### config.mk
export PLATFORM = sky130hd
export DESIGN_NAME = collider_stream_adapter
export DESIGN_NICKNAME = d
export VERILOG_FILES = /design/src/rtl/collider_stream_adapter.sv
export SDC_FILE = /design/constraint.sdc
export NUM_CORES = 1
export LEC_CHECK = 0
export CORE_ASPECT_RATIO = 0.6
export CORE_MARGIN = 8
export CORE_UTILIZATION = 40
export CTS_CLUSTER_SIZE = 24
export DETAILED_ROUTE_END_ITERATION = 12
export GPL_TIMING_DRIVEN = 0
export PLACE_DENSITY_LB_ADDON = 0.05
export REMOVE_ABC_BUFFERS = 1
export SETUP_SLACK_MARGIN = 0.15
export SYNTH_ARGS = -nofsm -noshare
export SYNTH_HDL_FRONTEND = slang
export SYNTH_SLANG_ARGS = --single-unit
### constraint.sdc
create_clock -name clk -period 2.8 [get_ports clk]
set_input_delay 0.7 -clock clk [delete_from_list [all_inputs] [get_ports clk]]
set_output_delay 0.7 -clock clk [all_outputs]
set_load 0.02 [all_outputs]
### src/rtl/collider_stream_adapter.sv
// Stream front end for the LBM collider: deserialises nine Q3.13 words per cell
// into the collider's parallel inputs, then reserialises the captured results.
module collider_stream_adapter #(
  parameter int DATA_W = 16,
  parameter int CNT_W  = 16
) (
  input  logic                clk,
  input  logic                rst_n,
  input  logic [DATA_W-1:0]   omega_in,
  input  logic [DATA_W-1:0]   s_axis_tdata,
  input  logic                s_axis_tvalid,
  output logic                s_axis_tready,
  input  logic                s_axis_tlast,
  output logic [DATA_W-1:0]   m_axis_tdata,
  output logic                m_axis_tvalid,
  input  logic                m_axis_tready,
  output logic                m_axis_tlast,
  output logic [DATA_W-1:0]   col_omega,
  output logic [9*DATA_W-1:0] col_f,
  input  logic [9*DATA_W-1:0] col_f_new,
  input  logic [DATA_W-1:0]   col_rho,
  input  logic                col_busy,
  input  logic                col_newval_ready,
  output logic [DATA_W-1:0]   m_rho,
  output logic [CNT_W-1:0]    cell_count,
  output logic                frame_done,
  output logic                err_framing
);

  localparam logic [3:0] LAST = 4'd8;

  typedef enum logic [1:0] {IDLE, LOAD, WAIT, DRAIN} state_t;

  state_t state, state_nxt;

  logic [3:0]             k, j;
  logic [8:0][DATA_W-1:0] f_q;
  logic [8:0][DATA_W-1:0] obuf;
  logic                   tlast_flag;
  logic                   s_hs, m_hs, cap;

  assign col_f        = f_q;
  assign m_axis_tdata = obuf[j];

  assign s_hs = (state == LOAD)  && s_axis_tvalid;
  assign m_hs = (state == DRAIN) && m_axis_tready;
  assign cap  = (state == WAIT)  && !col_busy && col_newval_ready;

  always_ff @(posedge clk or negedge rst_n) begin
    if (!rst_n) state <= IDLE;
    else        state <= state_nxt;
  end

  always_comb begin
    state_nxt     = state;
    s_axis_tready = 1'b0;
    m_axis_tvalid = 1'b0;
    m_axis_tlast  = 1'b0;
    case (state)
      IDLE:  state_nxt = LOAD;
      LOAD: begin
        s_axis_tready = 1'b1;
        if (s_hs && k == LAST) state_nxt = WAIT;
      end
      WAIT:  if (cap) state_nxt = DRAIN;
      DRAIN: begin
        m_axis_tvalid = 1'b1;
        m_axis_tlast  = tlast_flag && (j == LAST);
        if (m_hs && j == LAST) state_nxt = LOAD;
      end
      default: state_nxt = IDLE;
    endcase
  end

  always_ff @(posedge clk or negedge rst_n) begin
    if (!rst_n) begin
      k           <= '0;
      j           <= '0;
      f_q         <= '0;
      obuf        <= '0;
      col_omega   <= '0;
      m_rho       <= '0;
      tlast_flag  <= 1'b0;
      err_framing <= 1'b0;
      frame_done  <= 1'b0;
      cell_count  <= '0;
    end else begin
      frame_done <= 1'b0;
      if (s_hs) begin
        f_q[k] <= s_axis_tdata;
        if (k == 4'd0) col_omega <= omega_in;
        // tlast off word 8 is flagged but still marks the cell as frame end
        if (s_axis_tlast) begin
          tlast_flag <= 1'b1;
          if (k != LAST) err_framing <= 1'b1;
        end
        k <= (k == LAST) ? 4'd0 : k + 4'd1;
      end
      if (cap) begin
        obuf  <= col_f_new;
        m_rho <= col_rho;
      end
      if (m_hs) begin
        j <= (j == LAST) ? 4'd0 : j + 4'd1;
        if (j == LAST) begin
          if (tlast_flag) begin
            frame_done <= 1'b1;
            cell_count <= '0;
            tlast_flag <= 1'b0;
          end else begin
            cell_count <= cell_count + CNT_W'(1);
          end
        end
      end
    end
  end

endmodule

# After elaboration in Yosys (flattened, before gate mapping)
# Cells that the tools add are included.
# word_totals
inputBits	199
wordCells	80
register_bits	349
# op_classes
reduce_logical	15
muxes	23
n_eq_ne	9
magnitude_cmp	3
add_sub_neg	3
# ops
cell	count
$bwmux 144	1
$bmux 16 s4	1
$demux 16 s4	1
$mux 16	3
$add 16x1->16 const B	1
$mux 1	11
$lt 4x5->1 const B	2
$add 4x1->4 const B	2
$eq 4x4->1 const B	2
$logic_and 1x1->1	8
$mux 4	2
$pmux 2 s4	1
$mux 2	3
$reduce_and 3->1	2
$eq 2x2->1 const B	2
$ge 4x1->1 const B	1
$logic_not 4->1	1
$ne 2x1->1 const B	2
$ne 4x4->1 const B	1
$reduce_and 2->1	2
$eq 2x1->1 const B	1
$logic_not 2->1	1
$ne 2x2->1 const B	1
$logic_not 1->1	1

# Logic depth before layout (Yosys ltp)
# Gate-level depths: netlist of run 1.
# depth
word_depth	6
depth_mapped	11

# Least setup slack after synthesis of run 1
# OpenSTA, ideal clock, no wires.
# synth_path
kind	register to register
startpoint	register j[0]
endpoint	register cell_count[13]
path_stages_with_launch	11
path_buffers	4
period_less_slack_ns	2.623
arrival_time_ns	2.545
setup_slack_ns	0.177
cell_sequence	dfrtp_1 buf_2 buf_2 buf_2 inv_1 ha_1 nand3b_4 or4_1 buf_2 or4_1 a21oi_1
# synth_between
elab_chain_len	2
# synth_lines
element	line_no	rtl
from (decl)	36	logic [3:0] k, j;
from (signal assigned)	104	j <= (j == LAST) ? 4'd0 : j + 4'd1;
$eq 4x4->1	105	if (j == LAST) begin
$reduce_and 2->1 (no line)	--	
to (signal assigned)	111	cell_count <= cell_count + CNT_W'(1);
to (decl)	25	output logic [CNT_W-1:0] cell_count,
# Every way passes these cells.
# A chain may end at the register's enable or synchronous reset.

# Final worst setup path of run 1
# layout_path
startpoint	register j[0]
endpoint	output m_axis_tdata[14]
# layout_between
elab_chain_len	2
# layout_lines
element	line_no	rtl
$bmux 16 s4	43	assign m_axis_tdata = obuf[j];
$mux 16 (not written as such)	43	
to (decl)	14	output logic [DATA_W-1:0] m_axis_tdata,
# Every way passes these cells. The select of a mux whose other input is x is not followed.

==> flow_results.org, run 1 <==
** Worst setup path
- For this run, the slowest stage of the critical path takes between 0.5 and 0.6 ns.
- Slowest cell on the critical path :: sky130_fd_sc_hd__dfrtp_4
- Critical path buffers and inverters :: 5
- Required time of the critical path :: 2.10 ns
- The signal on the critical path passes through buf_12 > buf_16 > nor4b_4 > buf_6 > buf_8 > nand2_1 > nand2_1 > buf_6.
- In this run the number of cells on the critical path is 8.
- The critical path in this run is classified as reg -> out.
- Arrival time of the worst setup path :: around 2.2 ns
- R2R Setup Slk :: about 0.28 ns
- Reg-to-reg critical path endpoint :: cell_count[13]$_DFFE_PN0P_
- Biggest fanout along the worst timing path :: 9
- In this design, the largest share of critical-path delay is due to buffers and inverters.
- In this run the critical register-to-register path is launched from j[0]$_DFFE_PN0N_.
- The worst register-to-register path has a depth of 8.
- Crit path capture type :: output pin
- Kind of start point of the critical path :: register

** Drt
- DR DRC count :: 0
- Routed via count :: just under 10000
- After detailed routing, the total wire length is between 40000 and 50000 µm.
- Antenna Violating Nets Remaining :: 0
- 1st-pass router iterations :: 5
- Initial DRC Count :: between 500 and 600
- After detailed routing, the number of vias per cell comes to 5.05.
- Final routed wire length divided by cell count :: between 20 and 25 µm

** Min path
- The tightest min-delay check is of the in -> async type.

** Timing
- In the post-route analysis, the smallest setup slack over all paths is -0.120 ns.
- For the final database, setup skew stands at approximately 0.007 ns.
- Dividing the final minimum period by the clock period gives 104%.
- The worst path in the final design needs a cycle of 2.92 ns, including I/O delays and setup.
- The number of hold-slack violations in the final timing report was 0.
- For the pin with the worst max-slew slack, the measured transition is about 0.59 ns.
- Based on the critical path, the design can be clocked at up to 342 MHz.
- Number of max-slew violations in the final report :: 0
- Max-slew headroom at the worst pin :: 60.6%
- Unrepaired setup endpoints after global routing :: yes
- Setup violations remaining at the end of the flow were counted as 16.

** Pwr
- Net switching is between 30% and 40% of the power.
- Sequential cells account for 35.5% of the total power.
- Power density cells :: roughly 1100 nW/µm²
- Power share of the clock group :: 19.6%
- VDD sags by at most just under 0.6 mV.
- Internal power contribution :: roughly 0.016 W
- Power Total :: 0.0242 W
- Part of the power in combinational logic :: 44.8%
- Leakage :: between 9 and 10 nW
- Summed over all nets, the switching power comes to 0.00823 W.

** Final layout
- Area growth from synthesis to layout :: 45.4%
- The final layout contains about 1600 nets.
- The multi-input combinational cells in the finished layout cover a total of between 5000 and 6000 µm².
- Number of fill cells :: between 2000 and 3000
- For this run, the number of standard cells in the final layout without fillers is approximately 1900.
- Cells fill roughly three fifths of the core in the end.
- The sequential cells in the finished layout cover a total of 8750 µm².
- Of the cells placed in the final design, the portion with a size suffix greater than 1 is a little over a third.

** Clock tree
- TritonCTS Buffers :: 35
- The clock net in this run drives a total of roughly 350 sinks.
- Clock-pin slew was measured on the worst setup and hold paths at roughly 0.06 ns.
- The later pin in the worst-skew pair is clocked with a latency of 0.52 ns.
- H-Tree Level Count :: 2
- Count of hold-fix buffers inserted at cts :: 0
- Maximum clock path buffer count :: 3
- CTS tree :: built
- CTS Root Buffer Type :: sky130_fd_sc_hd__clkbuf_16

** Yosys
- The share of synthesized area in the top cell type comes to between 60% and 70%.
- EDFF count, synth :: 0
- Ranked by instance count, the synthesized netlist is headed by sky130_fd_sc_hd__dfrtp_1, sky130_fd_sc_hd__mux2_2, sky130_fd_sc_hd__nand2_1.
- Yosys printed 0 warnings.
- After synthesis the netlist holds a flip-flop and latch count of 349.
- The most common cell in the synthesized netlist is sky130_fd_sc_hd__dfrtp_1.
- Post-synthesis cell count :: just under 1000
- Biggest area contributors in the synthesized netlist :: sky130_fd_sc_hd__dfrtp_1, sky130_fd_sc_hd__mux2_2, sky130_fd_sc_hd__mux4_2
- Biggest area consumer among synthesized cells :: sky130_fd_sc_hd__dfrtp_1
- Most used DFF post-synth :: sky130_fd_sc_hd__dfrtp_1
- Summing every instance area after synthesis gives approximately 15000 µm².
- Of the synthesized area, sequential elements account for between 60% and 70%.
- A synthesized cell averages 14.8 µm².
- Asr flop ratio synth :: 100%
- After synthesis, the netlist uses roughly 40 different library cells.

** Die
- I/O pin count :: just over 400
- The floorplan has between 50 and 60 rows.
- From left edge to right edge, the die measures 262 µm.
- Die extent in y :: approximately 160 µm
- The initial utilization of the core area, before any placement, comes to a little over 40%.
- The floorplan step defined a die boundary enclosing between 40000 and 50000 µm².
- Area of the placeable core :: between 30000 and 40000 µm²

** Outcome
- The checks that failed: setup timing.
- The flow ran to the end, but the final reports show violations.

** Placement
- Routability-driven placement finished with a final weighted congestion of 0.777.
- Once detailed placement completed, the half-perimeter wirelength came to a little under 30000 µm.
- In this run, placement finished with an instance count of approximately 1800.
- Buffers placed on the I/O ports in this run total ~400.

** GRT
- Entering global routing, the biggest net connects between 100 and 150 pins.
- Aggregate global-route resource usage :: just under 20%
- First-pass GRT wire length :: 65200 µm
- Antenna violations before repair :: 2
- Remaining Overflow, GRT :: 0
- The number of global-route vias before repair came to roughly 10000.

** Run
- The tool flagged a number of max-cap violations equal to 0.
==> power by group through the flow <==
stage	sequential [W]	combinational, W	clock (W)
floorplan	0.00991	0.00411	0
global placement	0.00892	0.00980	0
detailed placement	0.00873	0.0101	0
CTS	0.00860	0.0108	0.00491
global route	0.00892	0.0115	0.00512
finish	0.00861	0.0109	0.00476
==> state kept, by name, indices dropped and copies added, names as in the netlist <==
name and cells:
tlast_flag 1, frame_done 1, col_omega 16, obuf 144, k 4, err_framing 1
j 4, cell_count 16, col_f 144, m_rho 16, state 2
==> timing repair <==
action | in CTS | in global routing
endpoints found under the setup margin | 201 | 147
cloned | 4 | 1
pin swaps | 3 | 3
gates resized for setup | 128 | 25
setup buffers | 18 | 4
==> layout by cell type (no fill, tap or decap), drive strengths merged, types with 4 or more instances in the layout <==
cell type / count
a31oi: 16
mux2: 339
or4: 5
mux4: 16
nor2: 4
clkinv: 5
clkdlybuf4s50: 392
mux2i: 18
nand3: 9
a21oi: 12
dfrtp: 349
clkbuf: 56
ha: 11
o221ai: 16
or3: 5
buf: 63
nand2: 65
inv: 13
o21ai: 17
==> per-layer routing <==
metal	part of all wire [%]	track usage [%]	wire length, µm
met1	43	25.9	18500
met2	50	33.6	21600
met3	5.5	4.58	2370
met4	1.7	4.41	719
met5	0	0	0
==> through the flow <==
stage / setup WS, ns / setup TNS [ns] / instance area, µm² / hold slack [ns]
4_1_cts: -0.154 / -2.08 / 20900 / 0.0990
3_5_place_dp: -1.04 / -119.08 / 19400 / 0.459
3_3_place_gp: -14.88 / -6341.42 / 19000 / 0.452
5_1_grt: -0.216 / -2.96 / 21100 / 0.108
6_report: -0.120 / -1.33 / 21100 / 0.0916
2_1_floorplan: -3.18 / -518.32 / 14300 / 0.404
==> cell families (layout without fill, tap and decap cells) <==
| logic type | count (synthesis) | in the layout | synth area share [%] |
|---|---|---|---|
| DFF | 349 | 349 | 60.2 |
| other | 0 | 3 | 0 |
| xor gates and xnor gates | 1 | 1 | 0.0604 |
| buffers and inverters | 67 | 531 | 1.85 |
| muxes | 373 | 373 | 30.0 |
| AOI/OAI and AO/OA | 73 | 73 | 3.34 |
| and+or+nand+nor | 108 | 108 | 3.58 |
| adders and majority gates | 11 | 11 | 0.949 |
==> worst max path at each step <==
stage	startpoint	end	slack (ns)
6_report	j[0]$_DFFE_PN0N_	m_axis_tdata[14]	-0.12
5_1_grt	j[0]$_DFFE_PN0N_	m_axis_tdata[10]	-0.22
4_1_cts	j[0]$_DFFE_PN0N_	m_axis_tdata[10]	-0.15
3_5_place_dp	j[3]$_DFFE_PN0N_	m_axis_tdata[14]	-1.04
3_3_place_gp	rst_n	col_f[94]$_DFFE_PN0P_	-14.88
2_1_floorplan	col_busy	state[0]$_DFFE_PN0P_	-3.18
==> final cells by class <==
| cell class | instances | share of cell area (%) |
|---|---|---|
| flip-flops and latches | 349 | 41.5 |
| multi-input cells | 566 | 26.8 |
| repair buffers | 457 | 23.2 |
| clock buffers | 55 | 5.23 |
| well taps | 476 | 2.82 |
| clock inverters | 6 | 0.261 |
| inverters | 13 | 0.243 |
| diodes | 3 | 0.0356 |
==> worst reg2reg max path: cells and delay by family, from the launching register on <==
family | cells | cell delay (ns)
adder cells (fa/ha/maj) | 1 | 0.13
AO/OA/AOI/OAI | 1 | 0.15
AND/OR/NAND/NOR | 3 | 1.27
buffers and inverters | 3 | 0.36
flip-flops | 1 | 0.53
No activity file was read; power rests on OpenSTA's default activity.
==> run 2: changes to the inputs <==
- ABC_AREA: not set -> 1
- PLACE_DENSITY: not set -> 0.71
- PLACE_DENSITY_LB_ADDON: 0.05 -> not set
==> flow_results.org, run 2 <==
** Yosys
- The top cell type's share of synthesized area is 59.3% (-0.88 points).
- EDFF count, synth :: 0 (unchanged)
- The register area share after synthesis came to 59.3% (-0.88 points).
- Count of distinct cell types in the synthesized netlist :: 32 (-22%)
- The cell area after technology mapping came to 14700 µm² (+1.5%).
- Sorting the synthesized cells by area gives the leading types as sky130_fd_sc_hd__dfrtp_1, sky130_fd_sc_hd__mux2_2, sky130_fd_sc_hd__nand2_1.
- The number of synthesis warnings is 0 (unchanged).
- Synth top cells by count :: sky130_fd_sc_hd__dfrtp_1, sky130_fd_sc_hd__nand2_1, sky130_fd_sc_hd__o21ai_0
- Post-synthesis cell count :: 1421 (+45%)
- Asr flop ratio synth :: 100% (unchanged)
- Number of storage elements in the synthesis netlist :: 349 (unchanged)
- Biggest area consumer among synthesized cells :: sky130_fd_sc_hd__dfrtp_1
- Synthesized area per cell :: 10.4 µm² (-30%)
- Most used DFF post-synth :: sky130_fd_sc_hd__dfrtp_1
- Among all cell types in the netlist, the one instantiated most often is sky130_fd_sc_hd__dfrtp_1.

** Placement
- Number of buffers inserted by port buffering :: 411 (unchanged)
- The detailed-placement wirelength estimate was 32000 µm (+7.3%).
- The pre-CTS worst setup slack is -1.08 ns (-0.0379 ns).
- The last weighted congestion value of the routability-driven placer is 0.823 (+5.9%).

** GRT
- Antenna violations before repair :: 4 (+2)
- The number of global-route vias before repair was 12050 (+15%).
- The largest net degree at the start of global routing came to 118 (+10%).
- First-pass GRT wire length :: 72700 µm (+12%)
- The combined global-route utilization of all metal layers came to 21.4% (+1.5 points).
- Remaining Overflow, GRT :: 0 (unchanged)

** Worst setup path
- CP cell instances :: buf_12 > buf_16 > nor2_1 > nor2_1 > o21ai_0 > nand3_1 > nand3_1 > nand2_1 > buf_6
- STA classifies the critical path startpoint as a register.
- The critical path data arrival time is 2.08 ns (-0.14 ns).
- Slowest cell on the critical path :: sky130_fd_sc_hd__dfrtp_4
- The worst setup path is of the reg -> out kind.
- Biggest fanout along the worst timing path :: 9 (unchanged)
- Crit-path max cell delay :: 0.50 ns (-0.03 ns)
- In this design, the largest share of critical-path delay is due to flip-flops.
- STA classifies the critical path endpoint as an output pin.
- The data required time at the worst endpoint came to 2.10 ns (about the same).
- The critical path buffer and inverter count came to 3 (-2).

** Clock tree
- The clock latency at the later pin of the worst-skew pair came to 0.55 ns (+0.03 ns).
- TritonCTS built the clock tree.
- # clock sinks :: 349 (unchanged)
- Maximum clock path buffer count :: 3 (unchanged)
- Clock input transition at the sequential cells of the worst setup and hold paths :: 0.06 ns (about the same)
- Count of hold-fix buffers inserted at cts :: 0 (unchanged)
- The tree is rooted in a sky130_fd_sc_hd__clkbuf_16.
- The total CTS buffers was 36 (+2.9%).
- H-Tree Level Count :: 2 (unchanged)

** Timing
- Count of endpoints failing hold in the final timing report :: 0 (unchanged)
- Final cycle utilization of the critical path :: 99.1% (-5.2 points)
- The final setup violation count came to 0 (-16).
- The normalized max-slew margin came to 19.6% (-41 points).
- Number of max-slew violations in the final report :: 0 (unchanged)
- Unrepaired setup endpoints after global routing :: yes
- Setup Skew :: 0.0375 ns (+0.0303 ns)
- Measured slew at the worst slew-check pin :: 1.20 ns (+0.613 ns)
- Maximum operating frequency :: 360 MHz (+5.2%)
- Final critical delay including setup and external delays :: 2.78 ns (-0.145 ns)
- The worst setup margin came to 0.0247 ns (+0.145 ns).

** Die
- I/O pin count :: 412 (unchanged)
- Area of the placeable core :: 36300 µm² (+0.75%)
- Initial Utilization :: 40.6% (+0.29 points)
- Die extent in y :: 165 µm (+0.67%)
- The die outline area came to 43400 µm² (+1.4%).
- Num rows :: 54 (unchanged)
- Chip Width :: 264 µm (+0.69%)

** Final layout
- The area growth from synthesis to layout is 44.8%.
- Ratio of cells with drive above 1 in the final layout :: 19.3% (-16 points)
- Total number of nets in the final design :: 2051 (+26%)
- Most common cell after layout, fill and taps aside :: sky130_fd_sc_hd__clkdlybuf4s50_1
- Most used cells in the layout excluding fill and tap cells :: sky130_fd_sc_hd__clkdlybuf4s50_1, sky130_fd_sc_hd__dfrtp_1, sky130_fd_sc_hd__nand2_1
- Number of fill cells :: 2991 (+3.2%)

** Min path
- Type of the most critical hold path :: in -> async

** Pwr
- The largest voltage drop on the vdd net was 0.909 mV (+53%).
- Leakage :: 9.63 nW (+3.1%)
- Power density cells :: 1200 nW/µm² (+4.7%)
- Power Total :: 0.0256 W (+5.8%)

** Run
- The number of maximum-capacitance violations was 0 (unchanged).

** Drt
- The post-detailed-route via-to-cell ratio came to 5.12 (+1.4%).
- The count of TritonRoute iterations in the first routing pass came to 5 (unchanged).
- Wire length reported by the detailed router :: 49000 µm (+13%)
- The number of vias in the routed layout came to 12021 (+24%).
- Final routed wire length divided by cell count :: 20.9 µm (-7.0%)
- The post-detailed-route count of antenna-violating nets is 0 (unchanged).
- The residual DRC count is 0 (unchanged).
- The violation count after the first detailed-route iteration is 807 (+53%).

** Outcome
- The flow ran to the end, and the final reports show no timing, DRC or antenna violations.
==> run 2: logic make-up (layout without fill, tap and decap cells) <==
family,after synthesis,after routing,share of synthesized area (%)
simple gates,524,524,14.7
fa+ha+maj,11,11,0.935
other cells,0,6,0
flops,349,349,59.3
xor+xnor,2,2,0.119
compound gates,234,234,8.00
mux,160,160,12.2
buf+inv,141,586,4.67
==> run 2: per-layer routing <==
layer,part of all wire (%),up-vias,track usage (%)
met4,2.6,2,6.74
met1,44,5992,28.8
met3,6.4,78,5.03
met5,0.027,-,0
met2,47,394,34.3
li1,-,5555,-
==> run 2: final timing paths <==
| kind | startpoint | to | slack (ns) | cells past startpoint |
|---|---|---|---|---|
| max | j[0]$_DFFE_PN0N_ | m_axis_tdata[11] | 0.02 | 9 |
| min in group clk | err_framing$_DFFE_PN0P_ | err_framing$_DFFE_PN0P_ | 0.48 | 1 |
| max reg2reg | state[0]$_DFFE_PN0P_ | m_rho[15]$_DFFE_PN0P_ | 0.35 | 7 |
| min | rst_n | m_rho[1]$_DFFE_PN0P_ | 0.08 | 1 |
| max in group asynchronous | rst_n | j[2]$_DFFE_PN0N_ | 1.45 | 3 |
| min reg2reg | err_framing$_DFFE_PN0P_ | err_framing$_DFFE_PN0P_ | 0.48 | 1 |
==> run 2: power by group <==
group	internal [W]	switching (W)	total, W	leakage [nW]
logic	0.00568	0.00631	0.0120	4.71
clock network	0.00285	0.00206	0.00491	0.593
registers	0.00738	0.00134	0.00872	4.32
==> run 2: metrics by stage <==
| step | instances | instance area [µm²] | setup TNS (ns) | util, % | hold WS [ns] |
|---|---|---|---|---|---|
| CTS | 2328 | 20900 | 0 | 57.6 | 0.0674 |
| global route | 2345 | 21300 | -0.719 | 58.7 | 0.0808 |
| finish | 2348 | 21300 | 0 | 58.7 | 0.0793 |
| global placement | 2233 | 19000 | -5388.15 | 52.4 | 0.461 |
| floorplan | 1346 | 14300 | -38.09 | - | 0.404 |
| detailed placement | 2243 | 19300 | -23.59 | 53.1 | 0.470 |
==> run 2: timing repair <==
| action | CTS | global route |
|---|---|---|
| setup endpoints to repair | 31 | 75 |
| resized for setup | 148 | 62 |
| pin swaps | 19 | 28 |
| gates cloned | 8 | 6 |
| buffers inserted | 14 | 8 |
==> run 2: final cells by class <==
class	count	area [µm²]	area share [%]
diodes	6	15.0	0.0704
clock buffers	50	1020	4.80
clock inverters	13	178	0.834
inverters	66	284	1.33
multi-input cells	931	5520	25.9
flip-flops and latches	349	8740	41.0
well taps	476	596	2.79
repair buffers	455	4930	23.2
repair inverters	2	17.5	0.0822
==> run 2: worst reg2reg max path, stage by stage (launching register included) <==
cell                       delay [ns]
sky130_fd_sc_hd__dfrtp_1         0.43
sky130_fd_sc_hd__inv_1           0.07
sky130_fd_sc_hd__ha_1            0.28
sky130_fd_sc_hd__nand3b_4        0.23
sky130_fd_sc_hd__buf_16          0.32
sky130_fd_sc_hd__buf_16          0.28
sky130_fd_sc_hd__buf_16          0.30
sky130_fd_sc_hd__mux2_2          0.40
